===== src/rtl/cmp_result_tracker.sv =====
// Tallies, run-length tracking and change/error flags for a {gt,eq,lt} comparator result.
// Optional build macro: CMP_TRACKER_STICKY_ERR_EN (err holds until rst_n/clr instead of pulsing).
module cmp_result_tracker #(
    parameter int unsigned CNT_W   = 8,
    parameter int unsigned RUN_LEN = 4
) (
    input  logic             clk,
    input  logic             rst_n,
    input  logic             clr,
    input  logic             in_valid,
    input  logic [2:0]       in_cmp,
    output logic [CNT_W-1:0] gt_cnt,
    output logic [CNT_W-1:0] eq_cnt,
    output logic [CNT_W-1:0] lt_cnt,
    output logic [2:0]       last_res,
    output logic             stable,
    output logic             chg,
    output logic             err
);

    localparam int unsigned     RUN_W   = 8;
    localparam logic [RUN_W-1:0] RUN_MAX = RUN_W'(RUN_LEN);

    typedef enum logic [1:0] {
        ST_IDLE,
        ST_TRACK,
        ST_STABLE,
        ST_ERR
    } state_e;

    state_e            state_q, state_d;
    logic [CNT_W-1:0]  gt_cnt_q, gt_cnt_d;
    logic [CNT_W-1:0]  eq_cnt_q, eq_cnt_d;
    logic [CNT_W-1:0]  lt_cnt_q, lt_cnt_d;
    logic [2:0]        last_res_q, last_res_d;
    logic [RUN_W-1:0]  run_q, run_d;
    logic              stable_q, stable_d;
    logic              chg_q, chg_d;
    logic              err_q, err_d;

    logic              legal;
    logic              same;
    logic [RUN_W-1:0]  run_inc;

    assign legal   = (in_cmp == 3'b001) || (in_cmp == 3'b010) || (in_cmp == 3'b100);
    assign same    = (in_cmp == last_res_q);
    assign run_inc = (run_q >= RUN_MAX) ? RUN_MAX : run_q + RUN_W'(1);

    always_ff @(posedge clk or negedge rst_n) begin
        if (!rst_n) begin
            state_q    <= ST_IDLE;
            gt_cnt_q   <= '0;
            eq_cnt_q   <= '0;
            lt_cnt_q   <= '0;
            last_res_q <= 3'b000;
            run_q      <= '0;
            stable_q   <= 1'b0;
            chg_q      <= 1'b0;
            err_q      <= 1'b0;
        end else begin
            state_q    <= state_d;
            gt_cnt_q   <= gt_cnt_d;
            eq_cnt_q   <= eq_cnt_d;
            lt_cnt_q   <= lt_cnt_d;
            last_res_q <= last_res_d;
            run_q      <= run_d;
            stable_q   <= stable_d;
            chg_q      <= chg_d;
            err_q      <= err_d;
        end
    end

    always_comb begin
        state_d    = state_q;
        gt_cnt_d   = gt_cnt_q;
        eq_cnt_d   = eq_cnt_q;
        lt_cnt_d   = lt_cnt_q;
        last_res_d = last_res_q;
        run_d      = run_q;
        chg_d      = 1'b0;
`ifdef CMP_TRACKER_STICKY_ERR_EN
        err_d      = err_q;
`else
        err_d      = 1'b0;
`endif

        if (clr) begin
            state_d    = ST_IDLE;
            gt_cnt_d   = '0;
            eq_cnt_d   = '0;
            lt_cnt_d   = '0;
            last_res_d = 3'b000;
            run_d      = '0;
            err_d      = 1'b0;
        end else if (in_valid) begin
            if (legal) begin
                // Saturating tallies: hold once all ones.
                if (in_cmp[2] && !(&gt_cnt_q)) gt_cnt_d = gt_cnt_q + CNT_W'(1);
                if (in_cmp[1] && !(&eq_cnt_q)) eq_cnt_d = eq_cnt_q + CNT_W'(1);
                if (in_cmp[0] && !(&lt_cnt_q)) lt_cnt_d = lt_cnt_q + CNT_W'(1);

                if (same) begin
                    run_d = run_inc;
                end else begin
                    run_d      = RUN_W'(1);
                    last_res_d = in_cmp;
                end

                case (state_q)
                    ST_TRACK: begin
                        if (same) state_d = (run_q + RUN_W'(1) == RUN_MAX) ? ST_STABLE : ST_TRACK;
                        else      state_d = ST_TRACK;
                        chg_d = !same;
                    end
                    ST_STABLE: begin
                        if (same) state_d = ST_STABLE;
                        else      state_d = (RUN_LEN == 1) ? ST_STABLE : ST_TRACK;
                        chg_d = !same;
                    end
                    default: state_d = (RUN_LEN == 1) ? ST_STABLE : ST_TRACK;
                endcase
            end else begin
                state_d    = ST_ERR;
                run_d      = '0;
                last_res_d = 3'b000;
                err_d      = 1'b1;
            end
        end

        stable_d = (state_d == ST_STABLE);
    end

    assign gt_cnt   = gt_cnt_q;
    assign eq_cnt   = eq_cnt_q;
    assign lt_cnt   = lt_cnt_q;
    assign last_res = last_res_q;
    assign stable   = stable_q;
    assign chg      = chg_q;
    assign err      = err_q;

endmodule

===== config.mk =====
export PLATFORM = sky130hd
export DESIGN_NAME = cmp_result_tracker
export DESIGN_NICKNAME = d
export VERILOG_FILES = /design/src/rtl/cmp_result_tracker.sv
export SDC_FILE = /design/constraint.sdc
export NUM_CORES = 1
export LEC_CHECK = 0
export ABC_AREA = 1
export CAP_MARGIN = 20
export CORE_ASPECT_RATIO = 0.7
export CORE_UTILIZATION = 50
export DETAILED_ROUTE_END_ITERATION = 10
export PLACE_DENSITY = 0.77
export SYNTH_ARGS = -nofsm -noshare
export SYNTH_HDL_FRONTEND = slang
export SYNTH_SLANG_ARGS = --single-unit

===== constraint.sdc =====
create_clock -name clk -period 3.53 [get_ports clk]
set_clock_uncertainty 0.15 [all_clocks]
set_input_delay 0.353 -clock clk [delete_from_list [all_inputs] [get_ports clk]]
set_output_delay 0.353 -clock clk [all_outputs]
set_load 0.05 [all_outputs]

==> reports/summary.md <==
The detailed router finished its first iteration with 115 violations. STA puts the critical path data arrival time at 2.16 ns. Clock tree synthesis inserted a total of 5 buffers. The tools report the clock tree root buffer cell as clkbuf_8. The library cell with the largest summed area after synthesis was dfrtp_1. STA classifies the critical path startpoint as an input pin.

Counting flops and latches in the post-synthesis netlist gives 40. In this run the critical register-to-register path is launched from lt_cnt[0]. In this design, the stage delay of the slowest critical-path cell is 0.56 ns. Measured along the y axis, the die boundary spans 57.72 um.

Largest family of logic cells by synthesized area: simple AND/OR/NAND/NOR gates. For this design the ratio of total power to cell area is 320.8 nW/um^2. The tools report the largest net degree at the start of global routing as 41.

The worst setup path is of the in -> reg kind. The number of buffer cells added on primary ports is 36. The floorplan has 19 rows. In this run the deepest clock path goes through 2 buffers. Sorting the synthesized cells by area gives the leading types as dfrtp_1, nand2_1, inv_1, nor2_1, nand3_1. The final period utilization was 0.6009; the final cell count without fillers was 379. Setup repair after global routing left no endpoint under its margin. Using the TritonRoute via totals, the vias-per-cell ratio works out to 5.153. The tools report the max-capacitance violation count as 0. For the initial antenna violation count, the log shows 0. The synthesized-area fraction occupied by ao, oa, aoi and oai cells came out at 0.1196.

The fraction of synthesized cell area taken by the top area cell type was 0.4515; the die footprint was 4709 um^2. Summed over all layers, the global routing overflow is 0. For the standard cell core area, the log shows 4089 um^2. Dividing the detail-routed wire length by the instance count gives 12.67 um.

The tools report the endpoint of the worst-slack reg-to-reg timing path as lt_cnt[2]. Leaving out fill and tap cells, the most frequent cells in the layout are nand2_1, inv_1, nor2_1, dfrtp_1, clkdlybuf4s50_1. The clock tree synthesis step divided the H-tree into 2 levels.

Measured along the x axis, the die boundary spans 81.59 um. The logs give 0.5422 for the starting density of the core and 0.122 for the part of the total power dissipated in combinational logic. The maximum fanout encountered on the critical timing path works out to 11. The run finished with clean final reports. The clock latency reported for the late side of the worst-skew pair was 0.29 ns; the wire length reported by the detailed router was 4802 um. The logs give 0.546 for the fraction of power consumed by sequential logic and 0 for the count of pins over their slew limit. VDD sags by at most 0.0001981 V. Based on the critical path, the design can be clocked at up to 0.4714 GHz. For the number of global-route vias before repair, the log shows 1819.

The path class of the tightest hold or removal check is in -> async. Switching share of power: 0.2699. The worst slew margin relative to its limit was 0.4069. The number of nets in the synthesized netlist is 301. The share of layout cells above drive strength 1 is 0.06422. The run gives 341 as the count of nets after finishing. The critical path capture point type is a flip-flop. The logic depth of the worst register-to-register path is 9, and the sum of negative setup slack is 0 ns. Post-CTS timing repair inserted 0 buffers for setup. The number of gates resized after CTS was 0.

The post-CTS clock slew at the launch and capture registers of the worst setup and hold paths was 0.08 ns. Grouping stages by cell kind, the critical path spends the most delay in simple AND/OR/NAND/NOR gates. Detailed placement finished with a half-perimeter wire length of 3466 um. The power share of the clock group is 0.332. The total routing resource utilization after global routing was 0.2357; the share of synthesized cell area in and, or, nand and nor gates was 0.2827. The tools report the number of primary I/O pins as 37.

Counting the fill cells in the layout gives 358. Once detail routing completed, the nets flagged for antenna violations numbered 0. The adder and majority cell fraction of the synthesized area is 0.03950. The number of antenna diodes in the final layout is 0.

For the finished layout, the period the worst path requires is 2.121 ns. TritonCTS built the clock tree. The parity-gate share of the synthesized area counting xor and xnor cells works out to 0.01975.

The analysis attributes to cell leakage a power of 0.001230 uW. The run gives 234.0 uW as the total net switching power. Traced cell by cell, the critical path runs through clkdlybuf4s50_1, inv_1, nor3_2, nor2_2, nand2_4, nand3_1, o21ai_2, nand3_1, nand2_1, nor2_2. The first global-routing pass estimated 8362 um of wire. The run gives 0.4515 as the share of synthesized area occupied by flip-flops and latches. In this run the register-to-register setup slack is 1.59 ns. The mean instance size in the synthesized netlist is 7.725 um^2, and the final-report setup violation count is 0.

After synthesis, the netlist uses 28 different library cells. For the pin with the worst max-slew slack, the measured transition is 0.8896 ns. The multiplexer share of the synthesized area came out at 0. The internal portion of the total power is 633.1 uW. The detailed router placed 1953 vias in this run. The most common cell after layout, fill and taps aside is nand2_1.

The number of hold violations in the final report was 0. The core utilization of the finished layout is 0.6610. The standard cell with the maximum stage delay on the critical path was clkdlybuf4s50_1.

The routability congestion estimate from global placement was 0.8208. For this run, the number of Yosys warnings is 0. After synthesis the cells add up to 2217 um^2. Total number of clock tree sinks: 40. The number of search-and-repair iterations in the first detailed-routing pass was 4. In this run, placement finished with an instance count of 372. The signed area change from the synthesized netlist to the final layout is 21.90%, and the total power consumption of the routed design is 867.0 uW.

At the worst endpoint, the required time is 3.56 ns. The post-route DRC violation count is 0. After technology mapping, the gate count stands at 287. The number of buffer and inverter stages on the critical path is 2, and the worst hold margin is 0.03724 ns.

The count of hold-fix buffers inserted at cts came out at 0.
[power by group through the flow]
| stage | sequential (uW) | combinational [uW] | clock (uW) |
|---|---|---|---|
| 2_1_floorplan | 501 | 45.1 | 0 |
| 3_3_place_gp | 482 | 104 | 0 |
| 3_5_place_dp | 482 | 106 | 0 |
| 4_1_cts | 474 | 106 | 296 |
| 5_1_grt | 475 | 116 | 320 |
| 6_report | 473 | 105 | 288 |
[area by class of cell]
cell class / count / area [um^2] / area share
repair buffers: 38 / 370.4 / 0.1370
inverters: 44 / 165.2 / 0.06111
flip-flops and latches: 40 / 1001 / 0.3704
well taps: 52 / 65.06 / 0.02407
clock inverters: 1 / 5.005 / 0.001852
multi-input cells: 198 / 1023 / 0.3787
clock buffers: 6 / 72.57 / 0.02685
[routing by layer]
metal,vias to the layer above,wire (um),track usage
li1,1015,-,-
met1,884,2511,0.3498
met2,52,2025,0.3369
met3,2,248,0.07244
met4,0,17,0.05263
met5,-,0,0
[logic make-up after synthesis]
| family | Yosys count |
|---|---|
| flops | 40 |
| fa+ha+maj | 7 |
| xor+xnor | 5 |
| simple gates | 141 |
| buf+inv | 49 |
| compound gates | 45 |
[cell usage after synthesis (all sizes together)]
cell	count
ha	7
o41ai	1
o32ai	2
nor3	10
inv	44
nand4	10
o311ai	1
dfrtp	40
nor2	42
xor2	3
o21ai	18
o21a	4
nand3	20
xnor2	2
a21oi	17
nand2	59
buf	2
o22ai	1
clkbuf	3
o31ai	1
[sequential cells by signal (all words and copies together) (netlist names)]
register and cells:
lt_cnt 8, stable 1, err 1, chg 1, last_res 3, gt_cnt 8
eq_cnt 8, state_q 2, run_q 8
[how the worst max path moves through the flow]
stage,startpoint,endpoint,depth (start not counted)
after CTS,in_cmp[0],lt_cnt[2],10
final,in_cmp[0],lt_cnt[2],10
after global placement,in_cmp[0],lt_cnt[2],10
after global routing,in_cmp[1],lt_cnt[2],10
after detailed placement,in_cmp[0],lt_cnt[2],10
after floorplan,lt_cnt[1],lt_cnt[2],9
[metrics by stage]
stage,setup slack (ns),area [um^2]
floorplan,1.461,2217
finish,1.409,2703
detailed placement,1.123,2625
CTS,1.438,2703
global placement,1.196,2625
global route,1.312,2703
Power figures use the tool's default switching activity.
